$ cat src/rtl/mem_lsu_pkg.sv
// Shared encodings and helpers for the load/store unit.
package mem_lsu_pkg;

  localparam logic [1:0] SZ_B = 2'b00;
  localparam logic [1:0] SZ_H = 2'b01;
  localparam logic [1:0] SZ_W = 2'b10;

  typedef enum logic {
    IDLE = 1'b0,
    BUS  = 1'b1
  } lsu_state_t;

  // Reserved size 2'b11 behaves as a word.
  function automatic logic [3:0] byte_en(input logic [1:0] size, input logic [1:0] lane);
    case (size)
      SZ_B:    byte_en = 4'b0001 << lane;
      SZ_H:    byte_en = 4'b0011 << lane;
      SZ_W:    byte_en = 4'b1111;
      default: byte_en = 4'b1111;
    endcase
  endfunction

  function automatic logic is_misaligned(input logic [1:0] size, input logic [1:0] lane);
    case (size)
      SZ_B:    is_misaligned = 1'b0;
      SZ_H:    is_misaligned = lane[0];
      default: is_misaligned = (lane != 2'b00);
    endcase
  endfunction

endpackage

$ cat src/rtl/mem_lsu_if.sv
// Data bus between the load/store unit (master) and the memory slave.
interface mem_lsu_if #(
  parameter int ADDR_W = 32
);
  logic [ADDR_W-1:0] DataAddr;
  logic [31:0]       WriteData;
  logic [3:0]        ByteEn;
  logic              BusValid;
  logic              BusWrite;
  logic              BusReady;
  logic [31:0]       BusRData;

  modport master (
    output DataAddr, WriteData, ByteEn, BusValid, BusWrite,
    input  BusReady, BusRData
  );

  modport slave (
    input  DataAddr, WriteData, ByteEn, BusValid, BusWrite,
    output BusReady, BusRData
  );
endinterface

$ cat src/rtl/mem_lsu_align.sv
// Combinational lane handling: load lane select with sign/zero extension,
// store data lane replication.
module mem_lsu_align
  import mem_lsu_pkg::*;
(
  input  logic [1:0]  ld_size,
  input  logic [1:0]  ld_lane,
  input  logic        ld_sext,
  input  logic [31:0] ld_raw,
  output logic [31:0] ld_data,
  input  logic [1:0]  st_size,
  input  logic [31:0] st_raw,
  output logic [31:0] st_data
);

  logic [7:0]  ld_byte;
  logic [15:0] ld_half;

  always_comb begin
    case (ld_lane)
      2'd0:    ld_byte = ld_raw[7:0];
      2'd1:    ld_byte = ld_raw[15:8];
      2'd2:    ld_byte = ld_raw[23:16];
      default: ld_byte = ld_raw[31:24];
    endcase
    ld_half = ld_lane[1] ? ld_raw[31:16] : ld_raw[15:0];

    case (ld_size)
      SZ_B:    ld_data = ld_sext ? {{24{ld_byte[7]}}, ld_byte} : {24'b0, ld_byte};
      SZ_H:    ld_data = ld_sext ? {{16{ld_half[15]}}, ld_half} : {16'b0, ld_half};
      default: ld_data = ld_raw;
    endcase

    case (st_size)
      SZ_B:    st_data = {4{st_raw[7:0]}};
      SZ_H:    st_data = {2{st_raw[15:0]}};
      default: st_data = st_raw;
    endcase
  end

endmodule

$ cat src/rtl/mem_lsu.sv
// Load/store unit: memory-stage access to valid/ready bus transaction.
// Optional one-entry store buffer: MEM_LSU_STORE_BUF_EN.
module mem_lsu
  import mem_lsu_pkg::*;
#(
  parameter int ADDR_W = 32
) (
  input  logic        clk,
  input  logic        rst,
  input  logic        arm,
  input  logic        MemReadM,
  input  logic        MemWriteM,
  input  logic [31:0] ALUResultM,
  input  logic [31:0] WriteDataM,
  input  logic [1:0]  SizeM,
  input  logic        UnsignedM,
  output logic        StallMem,
  output logic        MisalignM,
  output logic [31:0] ReadDataW,
  mem_lsu_if.master   bus
);

  lsu_state_t        state_q, state_d;
  logic [ADDR_W-1:0] addr_q, addr_d;
  logic [31:0]       wdata_q, wdata_d;
  logic [3:0]        be_q, be_d;
  logic              valid_q, valid_d;
  logic              write_q, write_d;
  logic [1:0]        size_q, size_d;
  logic [1:0]        lane_q, lane_d;
  logic              sext_q, sext_d;
  logic [31:0]       rdata_q, rdata_d;
`ifdef MEM_LSU_STORE_BUF_EN
  logic              buf_q, buf_d;
`endif

  logic        req;
  logic        mis;
  logic        stall;
  logic        misalign;
  logic [31:0] ld_fmt;
  logic [31:0] st_rep;

  mem_lsu_align u_align (
    .ld_size (size_q),
    .ld_lane (lane_q),
    .ld_sext (sext_q),
    .ld_raw  (bus.BusRData),
    .ld_data (ld_fmt),
    .st_size (SizeM),
    .st_raw  (WriteDataM),
    .st_data (st_rep)
  );

  always_comb begin
    req      = (MemReadM | MemWriteM) & ~rst;
    mis      = req & is_misaligned(SizeM, ALUResultM[1:0]);
    state_d  = state_q;
    addr_d   = addr_q;
    wdata_d  = wdata_q;
    be_d     = be_q;
    valid_d  = valid_q;
    write_d  = write_q;
    size_d   = size_q;
    lane_d   = lane_q;
    sext_d   = sext_q;
    rdata_d  = rdata_q;
    stall    = 1'b0;
    misalign = 1'b0;
`ifdef MEM_LSU_STORE_BUF_EN
    buf_d    = buf_q;
`endif

    case (state_q)
      IDLE: begin
        if (mis) begin
          misalign = 1'b1;
          rdata_d  = '0;
        end else if (req) begin
          state_d = BUS;
          valid_d = 1'b1;
          write_d = MemWriteM;
          addr_d  = {ALUResultM[ADDR_W-1:2], 2'b00};
          wdata_d = st_rep;
          be_d    = byte_en(SizeM, ALUResultM[1:0]);
          size_d  = SizeM;
          lane_d  = ALUResultM[1:0];
          sext_d  = ~(UnsignedM | arm);
          stall   = 1'b1;
`ifdef MEM_LSU_STORE_BUF_EN
          // Stores retire into the buffer so the pipeline keeps moving.
          if (MemWriteM) begin
            buf_d = 1'b1;
            stall = 1'b0;
          end
`endif
        end
      end

      BUS: begin
        stall = ~bus.BusReady;
`ifdef MEM_LSU_STORE_BUF_EN
        // A follow-on op must wait until it can be seen again in IDLE.
        if (buf_q) stall = req;
`endif
        if (bus.BusReady) begin
          state_d = IDLE;
          valid_d = 1'b0;
          if (!write_q) rdata_d = ld_fmt;
`ifdef MEM_LSU_STORE_BUF_EN
          buf_d = 1'b0;
`endif
        end
      end

      default: state_d = IDLE;
    endcase
  end

  always_ff @(posedge clk) begin
    if (rst) begin
      state_q <= IDLE;
      addr_q  <= '0;
      wdata_q <= '0;
      be_q    <= '0;
      valid_q <= 1'b0;
      write_q <= 1'b0;
      size_q  <= SZ_B;
      lane_q  <= '0;
      sext_q  <= 1'b0;
      rdata_q <= '0;
`ifdef MEM_LSU_STORE_BUF_EN
      buf_q   <= 1'b0;
`endif
    end else begin
      state_q <= state_d;
      addr_q  <= addr_d;
      wdata_q <= wdata_d;
      be_q    <= be_d;
      valid_q <= valid_d;
      write_q <= write_d;
      size_q  <= size_d;
      lane_q  <= lane_d;
      sext_q  <= sext_d;
      rdata_q <= rdata_d;
`ifdef MEM_LSU_STORE_BUF_EN
      buf_q   <= buf_d;
`endif
    end
  end

  assign StallMem      = stall & ~rst;
  assign MisalignM     = misalign;
  assign ReadDataW     = rdata_q;
  assign bus.DataAddr  = addr_q;
  assign bus.WriteData = wdata_q;
  assign bus.ByteEn    = be_q;
  assign bus.BusValid  = valid_q;
  assign bus.BusWrite  = write_q;

endmodule

$ cat src/flat_wrapper.sv
// flat-port wrapper written by rule: the top's interface ports become plain ports
module mem_lsu_flat import mem_lsu_pkg::*;
#(
  parameter int ADDR_W = 32
)
  (clk, rst, arm, MemReadM, MemWriteM, ALUResultM, WriteDataM, SizeM, UnsignedM, StallMem, MisalignM, ReadDataW, bus_DataAddr, bus_WriteData, bus_ByteEn, bus_BusValid, bus_BusWrite, bus_BusReady, bus_BusRData);
  mem_lsu_if #(.ADDR_W(ADDR_W)) bus_i ();
  input  logic clk;
  input  logic rst;
  input  logic arm;
  input  logic MemReadM;
  input  logic MemWriteM;
  input  logic [31:0] ALUResultM;
  input  logic [31:0] WriteDataM;
  input  logic [1:0] SizeM;
  input  logic UnsignedM;
  output logic StallMem;
  output logic MisalignM;
  output logic [31:0] ReadDataW;
  output wire logic [$bits(bus_i.DataAddr)-1:0] bus_DataAddr;
  output wire logic [$bits(bus_i.WriteData)-1:0] bus_WriteData;
  output wire logic [$bits(bus_i.ByteEn)-1:0] bus_ByteEn;
  output wire logic [$bits(bus_i.BusValid)-1:0] bus_BusValid;
  output wire logic [$bits(bus_i.BusWrite)-1:0] bus_BusWrite;
  input wire logic [$bits(bus_i.BusReady)-1:0] bus_BusReady;
  input wire logic [$bits(bus_i.BusRData)-1:0] bus_BusRData;
  assign bus_DataAddr = bus_i.DataAddr;
  assign bus_WriteData = bus_i.WriteData;
  assign bus_ByteEn = bus_i.ByteEn;
  assign bus_BusValid = bus_i.BusValid;
  assign bus_BusWrite = bus_i.BusWrite;
  assign bus_i.BusReady = bus_BusReady;
  assign bus_i.BusRData = bus_BusRData;
  mem_lsu #(.ADDR_W(ADDR_W)) u_core (.clk(clk), .rst(rst), .arm(arm), .MemReadM(MemReadM), .MemWriteM(MemWriteM), .ALUResultM(ALUResultM), .WriteDataM(WriteDataM), .SizeM(SizeM), .UnsignedM(UnsignedM), .StallMem(StallMem), .MisalignM(MisalignM), .ReadDataW(ReadDataW), .bus(bus_i));
endmodule
$ cat config.mk
export PLATFORM = sky130hd
export DESIGN_NAME = mem_lsu_flat
export DESIGN_NICKNAME = d
export VERILOG_FILES = /design/src/rtl/mem_lsu_pkg.sv /design/src/rtl/mem_lsu_if.sv /design/src/rtl/mem_lsu_align.sv /design/src/rtl/mem_lsu.sv /design/src/flat_wrapper.sv
export SDC_FILE = /design/constraint.sdc
export NUM_CORES = 1
export LEC_CHECK = 0
export ABC_AREA = 0
export CAP_MARGIN = 30
export CORE_MARGIN = 1.5
export CORE_UTILIZATION = 45
export CTS_CLUSTER_DIAMETER = 100
export DETAILED_ROUTE_END_ITERATION = 12
export PLACE_DENSITY = 0.88
export SLEW_MARGIN = 40
export SYNTH_ARGS = -nofsm -noshare
export SYNTH_HDL_FRONTEND = slang
export SYNTH_SLANG_ARGS = --single-unit
export TNS_END_PERCENT = 20
$ cat constraint.sdc
create_clock -name clk -period 2.7 [get_ports clk]
set_input_delay 0.54 -clock clk [delete_from_list [all_inputs] [get_ports clk]]
set_output_delay 0.54 -clock clk [all_outputs]
set_load 0.05 [all_outputs]
; ---- Word-level counts from Yosys, hierarchy flattened
; Index checks and enable logic that the tools add are counted.
; W data, S select, Z words.
[word_totals]
register_bits = 106
[classes]
eq_ne = 9
n_shift = 2
muxes = 23
bitwise = 10
n_reduce_logical = 7
[ops]
columns = op, count
row1 = $pmux W32 S2, 3
row2 = $mux W32, 5
row3 = $pmux W8 S3, 1
row4 = $mux W16, 1
row5 = $reduce_and A3 Y1, 3
row6 = $mux W1, 8
row7 = $pmux W1 S2, 4
row8 = $pmux W4 S2, 1
row9 = $eq A2 B1 Y1 const B, 3
row10 = $logic_not A2 Y1, 3
row11 = $ne A2 B2 Y1 const B, 3
row12 = $not A1 Y1, 5
row13 = $ne A2 B1 Y1 const B, 2
row14 = $shl A1 B2 Y4 const A, 1
row15 = $shl A2 B2 Y4 const A, 1
row16 = $and A1 B1 Y1, 3
row17 = $eq A2 B2 Y1 const B, 1
row18 = $or A1 B1 Y1, 2
row19 = $reduce_bool A2 Y1, 1

; ---- Longest topological paths before layout
; Gate-level depths: netlist of run 1.
[logic_depth]
depth_word = 7
mapped_depth = 7
mapped_depth_nobuf = 4

; ---- Cells and area by module
; A second synthesis of run 1 with hierarchy kept.
[hier_totals]
cells_unflattened = 496
area_unflattened_um2 = 5340.1
[by_module_without_submodules]
columns = mod, n_inst, cells_each, area_each_um2, seq_area_each_um2
row1 = mem_lsu, 1, 335, 4214.0, 2122.0
row2 = mem_lsu_align, 1, 161, 1126.1, 0.0

; ---- Worst setup path after synthesis of run 1
; No wires, ideal clock.
[synth_path]
path_type = in2out
from = input port ALUResultM[0]
to = output port StallMem
arrival_time_ps = 2268
path_slack_ps = -108
stages = 6
cell_sequence = buf_2 -> o21ai_1 -> nand4b_1 -> buf_2 -> buf_1 -> a21oi_1
[synth_via]
elab_chain_len = 6
[synth_lines]
columns = element, line
row1 = start: declaration, flat_wrapper.sv:13  ; input logic [31:0] ALUResultM;
row2 = $reduce_bool A2 Y1, mem_lsu_pkg.sv:27  ; default: is_misaligned = (lane != 2'b00);
row3 = $pmux W1 S2 (*), mem_lsu_pkg.sv:24  ; case (size)
row4 = $and A1 B1 Y1 (*), mem_lsu.sv:57  ; mis = req & is_misaligned(SizeM, ALUResultM[1:0]);
row5 = $mux W1 (*), mem_lsu.sv:76  ; if (mis) begin
row6 = $pmux W1 S2 (*), mem_lsu.sv:74  ; case (state_q)
row7 = $and A1 B1 Y1 (*), mem_lsu.sv:152  ; assign StallMem = stall & ~rst;
row8 = end: declaration, flat_wrapper.sv:17  ; output logic StallMem;
; Every way passes the cells marked *; elsewhere a longest branch is shown, timed or not.

; ---- Final worst setup path of run 1
[layout_path]
from = input port SizeM[1]
to = output port MisalignM
[layout_via]
elab_chain_len = 5
[layout_lines]
columns = element, line
row1 = start: declaration, flat_wrapper.sv:15  ; input logic [1:0] SizeM;
row2 = $eq A2 B1 Y1 / $logic_not A2 Y1 (equally long branches), mem_lsu_pkg.sv:24
row3 = $pmux W1 S2 (*), mem_lsu_pkg.sv:24
row4 = $and A1 B1 Y1 (*), mem_lsu.sv:57
row5 = $mux W1 (*), mem_lsu.sv:76
row6 = $mux W1 (*), mem_lsu.sv:74
row7 = end: declaration, flat_wrapper.sv:18  ; output logic MisalignM;
; Marked as above.

==> results of run 1 <==
## layout make-up
cell class	count	area (µm²)	area share, %
multi-input cells	379	2296	32.56
repair buffers	226	2240	31.77
flip-flops and latches	106	2122	30.10
well taps	133	166.4	2.360
clock buffers	9	123.9	1.757
clock inverters	7	61.31	0.8696
inverters	11	41.29	0.5856
## state kept, by name (all words and copies together), names as in the netlist
register              cells
u_core.state_q            1
u_core.sext_q             1
u_core.bus.BusValid       1
u_core.size_q             2
u_core.lane_q             2
u_core.bus.ByteEn         4
u_core.ReadDataW         32
u_core.bus.WriteData     32
u_core.bus.DataAddr      30
u_core.bus.BusWrite       1
## layer usage
metal  GRT usage [%]  up-vias
li1                -     2323
met1           29.88     2234
met2           45.70      228
met3           9.981       21
met4           6.360        0
met5               0        -
## cell usage in the layout (no fill, tap or decap), types with 3 or more instances in the layout
master / n
a2bb2oi_1: 3
nor2_1: 17
inv_1: 10
a221o_1: 17
clkdlybuf4s50_1: 203
a22o_1: 9
o21ai_0: 14
nand2b_1: 10
mux2_2: 6
o32ai_1: 7
o2bb2ai_1: 6
clkbuf_8: 9
mux2i_1: 11
buf_4: 19
nand3b_1: 3
dfxtp_1: 106
buf_12: 3
o211ai_1: 13
nor3_1: 3
nor2b_1: 7
a21oi_1: 69
a311oi_2: 6
nand2_1: 131
o221ai_1: 9
## worst min path at each step
stage | from | end | cells past startpoint | slack, ps
final | u_core.bus.DataAddr[20] | u_core.bus.DataAddr[20] | 2 | 460
after global routing | u_core.bus.WriteData[30] | u_core.bus.WriteData[30] | 2 | 480
after CTS | u_core.bus.DataAddr[20] | u_core.bus.DataAddr[20] | 2 | 460
after detailed placement | u_core.bus.WriteData[5] | u_core.bus.WriteData[5] | 2 | 450
after global placement | u_core.bus.WriteData[23] | u_core.bus.WriteData[23] | 2 | 440
after floorplan | u_core.sext_q | u_core.sext_q | 2 | 450
## power groups by stage
stage               clock, W  combinational, W  sequential, W
floorplan                  0          0.000274        0.00189
global placement           0          0.000816        0.00170
detailed placement         0          0.000835        0.00170
CTS                 0.000949          0.000839        0.00167
global route         0.00102          0.000888        0.00167
finish              0.000937          0.000840        0.00167
## through the flow
step	util, %	total power, W	setup WS, ps	area [µm²]	hold slack, ps
finish	71.15	0.003443	160.7	7051	460.7
global route	71.15	0.003579	96.71	7051	480.9
CTS	71.15	0.003453	164.6	7051	463.2
detailed placement	69.28	0.002536	109.3	6865	446.8
global placement	69.12	0.002514	110.2	6849	440.8
floorplan	-	0.002167	152.0	4666	453.6
## cell families (layout without fill, tap and decap cells)
kind of cell / after synthesis / in the layout
AND/OR/NAND/NOR: 187 / 187
AO/OA/AOI/OAI: 172 / 172
flip-flops: 106 / 106
buffers and inverters: 56 / 253
multiplexers: 18 / 18
other: 1 / 2
## worst max-delay path, stage by stage
cell	delay [ps]
clkdlybuf4s50_1	610
o21ai_1	90
buf_4	160
a211oi_4	300
buf_4	180
buf_12	130
==> impl_metrics.ini, run 1 <==
[yosys]
synth.mux.area_fraction_pct = 4.298
synth_common_cells = 131 x nand2_1, 106 x dfxtp_1, 70 x a21oi_1
yosys-top-cells-area = dfxtp_1 46%, nand2_1 11%, a21oi_1 7.5%
synth_top_family_by_area = compound AO/OA/AOI/OAI gates
synth_top_cell_by_area = dfxtp_1
synth_area_per_cell_um2 = 8.626
yosysSeqAreaShare_pct = 45.55
synth_enable_flop_cells = 0
synth_top_area_share_pct = 45.55
async_flop_share_pct = 0
synth_fa_ha_area_share_pct = 0
yosysUniqueCellTypes = 53
ys.flop_type = dfxtp_1
synth_xor_area_share_pct = 0
synth_compound_area_share_pct = 26.54
synth_simple_gate_area_share_pct = 17.67
synth_warnings = 0
syn_inst = 540
yosysMostFrequentCell = nand2_1
syn_area_um2 = 4658
synth_seq_cells = 106

[die]
die_area_um2 = 10970
die_w_um = 104.7
ioPinCount = 209
rows = 36
core-area_um2 = 9910
initial_core_util_pct = 47.01
die_h_um = 104.7

[detailed_routing]
vias = 4806
met2WireLength_mm = 7.209
drc = 0
ant_nets = 0
wl_per_cell_um = 16.87
drt-pass1-iter-count = 5
wl_mm = 14.70
maxUsedRoutingLayer = met4
route.met3.wl_mm = 1.488
drt_iter0_drc = 294
met1_length_mm = 5.783
via_per_inst = 5.518

[critical_path]
regToRegEndpoint = u_core.bus.WriteData[19]
worstSetupPathType = in2out
arrival_ps = 2000
path_max_fanout = 7
cp-end-kind = output pin
worstReg2RegStart = u_core.state_q
ff2ff_path_depth = 5
cp-start-kind = input port
startpoint = SizeM[1]
r2r_slack_ps = 790
critPathRequiredTime_ps = 2160
cp-endpoint = MisalignM

[final_layout]
area_delta_synth_final_pct = 51.36
drive_gt1_share_pct = 8.266
fin_nets = 838
n_antenna_cell = 0
finalNonFillerCells = 871
fill_cells = 730

[clocking]
cts_root_buf = clkbuf_8
cts_resized = 0
cts_made_buffers = 9
h-tree-depth = 3
path_clk_slew_ps = 100
cts_tree = done
post-cts-setup-buffers = 0
max-clock-path-buffers = 2
clkLatencyLatePin_ps = 370
cts_sinks = 106
postCtsHoldBufs = 0

[timing]
rsz0062_at_grt = false
fmax_mhz = 393.8
setup_viol = 0
tns_ps = 0
fin_worst_skew_ps = 14.76
tightestPinTransition_ps = 701.8
fin_crit_ps = 2539
report.final.slew_viol_count = 0
max-slew-margin-rel_pct = 53.22
min_period_over_period_pct = 94.05
finalHoldViolations = 0

[pwr]
power.share.switching_pct = 32.36
p_comb_share_pct = 24.4
power_density_nw_per_um2 = 488.3
seqPwrFrac_pct = 48.4
intPower_w = 0.002329
p_clk_share_pct = 27.2
switchingPower_w = 0.001114
vdd_ir_drop_max_v = 0.0004421
p_leak_nw = 2.465

[global_route]
overflow = 0
grt_pass1_wl_mm = 23.36
grt_util_all_layers_pct = 26.12
grt_max_degree = 64
grt_antenna_before_repair = 0
grt_pass1_vias = 4725

[placed_design]
port_buffers = 206
routabilityCongestion = 0.8303
dp_cells = 855
post-dp-hpwl_mm = 11.04

[hold_path]
hp-class = reg2reg

[flow_run]
cap_violations = 0

[outcome]
status = finished, final reports clean
(Power assumes the default switching activity.)
==> inputs of run 2 (changes only) <==
CORE_UTILIZATION = 42   (was 45)
PLACE_DENSITY = default   (was 0.88)
PLACE_DENSITY_LB_ADDON = 0.25   (was default)
SLEW_MARGIN = 20   (was 40)
clock period = 2.4 ns   (was 2.7 ns; I/O delays follow)
==> impl_metrics.ini, run 2 (same netlist as run 1, synthesis figures left out) <==
[critical_path]
worstSetupPathType = in2out
path_cells = clkdlybuf4s50_1 > o21ai_1 > buf_4 > nand4b_1 > a21oi_4 > buf_12
r2r_slack_ps = 480
cp-end-kind = output pin
arrival_ps = 1840
path_max_fanout = 5
slowest_stage = clkdlybuf4s50_1
critPathMaxStageDelay_ps = 490
cpLargestDelayFamily = buffers and inverters
crit_buf_inv = 3
critPathRequiredTime_ps = 1920
cp-start-kind = input port

[global_route]
grt_util_all_layers_pct = 25.10
overflow = 0
grt_antenna_before_repair = 0
grt_pass1_vias = 4601
grt_max_degree = 59
grt_pass1_wl_mm = 23.01

[clocking]
cts_resized = 0
clkLatencyLatePin_ps = 380
postCtsHoldBufs = 0
cts_sinks = 106
max-clock-path-buffers = 2
cts_tree = done
cts_made_buffers = 9
cts_root_buf = clkbuf_8
h-tree-depth = 3
path_clk_slew_ps = 90

[pwr]
p_leak_nw = 2.520
vdd_ir_drop_max_v = 0.0005580
power_density_nw_per_um2 = 533.9
finalPower_w = 0.003814

[detailed_routing]
vias = 4843
wl_per_cell_um = 16.47
via_per_inst = 5.448
drt_iter0_drc = 271
drt-pass1-iter-count = 5
drc = 0
wl_mm = 14.64
ant_nets = 0

[final_layout]
n_antenna_cell = 0
fin_nets = 851
final_area_um2 = 7143
drive_gt1_share_pct = 9.346
area_delta_synth_final_pct = 53.34
finalNonFillerCells = 889
final_cell_mix = 203 x clkdlybuf4s50_1, 131 x nand2_1, 106 x dfxtp_1
final_common_cell = clkdlybuf4s50_1

[placed_design]
dp_cells = 873
placed_cell_area_um2 = 6968
place_ws_ps = -111.8
port_buffers = 206
post-dp-hpwl_mm = 10.91
routabilityCongestion = 0.8835

[hold_path]
hp-class = in2reg

[timing]
fin_ws_ps = 84.69
report.final.slew_viol_count = 0
fin_crit_ps = 2315
fin_worst_skew_ps = 10.24
tightestPinTransition_ps = 652.4
min_period_over_period_pct = 96.47
finalHoldViolations = 0
setup_viol = 0
tns_ps = 0
rsz0062_at_grt = false
max-slew-margin-rel_pct = 56.50
fmax_mhz = 431.9

[die]
initial_core_util_pct = 42.97
core-area_um2 = 10840
rows = 38
die_h_um = 108.3
die_w_um = 108.3
ioPinCount = 209
die_area_um2 = 11730

[outcome]
status = finished, final reports clean

[flow_run]
cap_violations = 0
[run 2: cell types whose count changed in the layout (fill, tap and decap cells not counted), moves of 2 or more]
cell      delta
clkinv_4     -2
buf_4       +11
inv_8        -2
clkbuf_1     +2
[run 2: worst register-to-register path: stages, from the launching register on]
cell	delay (ps)
dfxtp_1	370
or2_1	380
nor4b_4	440
buf_4	280
buf_12	180
nand2_1	70
a21oi_1	130
[run 2: per-stage QoR]
step | utilization (%) | hold WS [ps]
floorplan | - | 453.6
global placement | 64.14 | 439.6
detailed placement | 64.28 | 446.8
CTS | 65.75 | 413.4
global route | 65.89 | 432.4
finish | 65.89 | 434.2
[run 2: area by class of cell]
cell class	count	area, µm²
fill	927	3697
timing repair buffer	239	2357
multi-input combinational	379	2287
sequential	106	2122
tap	140	175.2
clock buffer	12	145.1
inverter	11	41.29
clock inverter	2	15.01
[run 2: worst paths after layout]
kind	startpoint	to	cells past startpoint
worst max-delay path	SizeM[1]	StallMem	6
worst min-delay path	rst	u_core.sext_q	2
worst max register to register	u_core.state_q	u_core.bus.DataAddr[15]	6
worst min register to register	u_core.bus.DataAddr[21]	u_core.bus.DataAddr[21]	2
[run 2: repair_timing]
action,4_1_cts,5_1_grt
setup endpoints to repair,0,1
setup buffers,0,1
hold endpoints to repair,0,0
[run 2: metal layers]
| metal | GRT usage [%] | wire length [µm] | up-vias |
|---|---|---|---|
| li1 | - | - | 2331 |
| met1 | 30.00 | 5921 | 2283 |
| met2 | 41.68 | 7036 | 204 |
| met3 | 9.222 | 1331 | 25 |
| met4 | 8.365 | 351 | 0 |
| met5 | 0 | 0 | - |
[run 2: power breakdown]
part	total, W	internal (W)	switching [W]
Clock	0.000980	0.000396	0.000584
Sequential	0.00187	0.00183	0.0000445
Combinational	0.000962	0.000411	0.000551
Total	0.00381	0.00263	0.00118
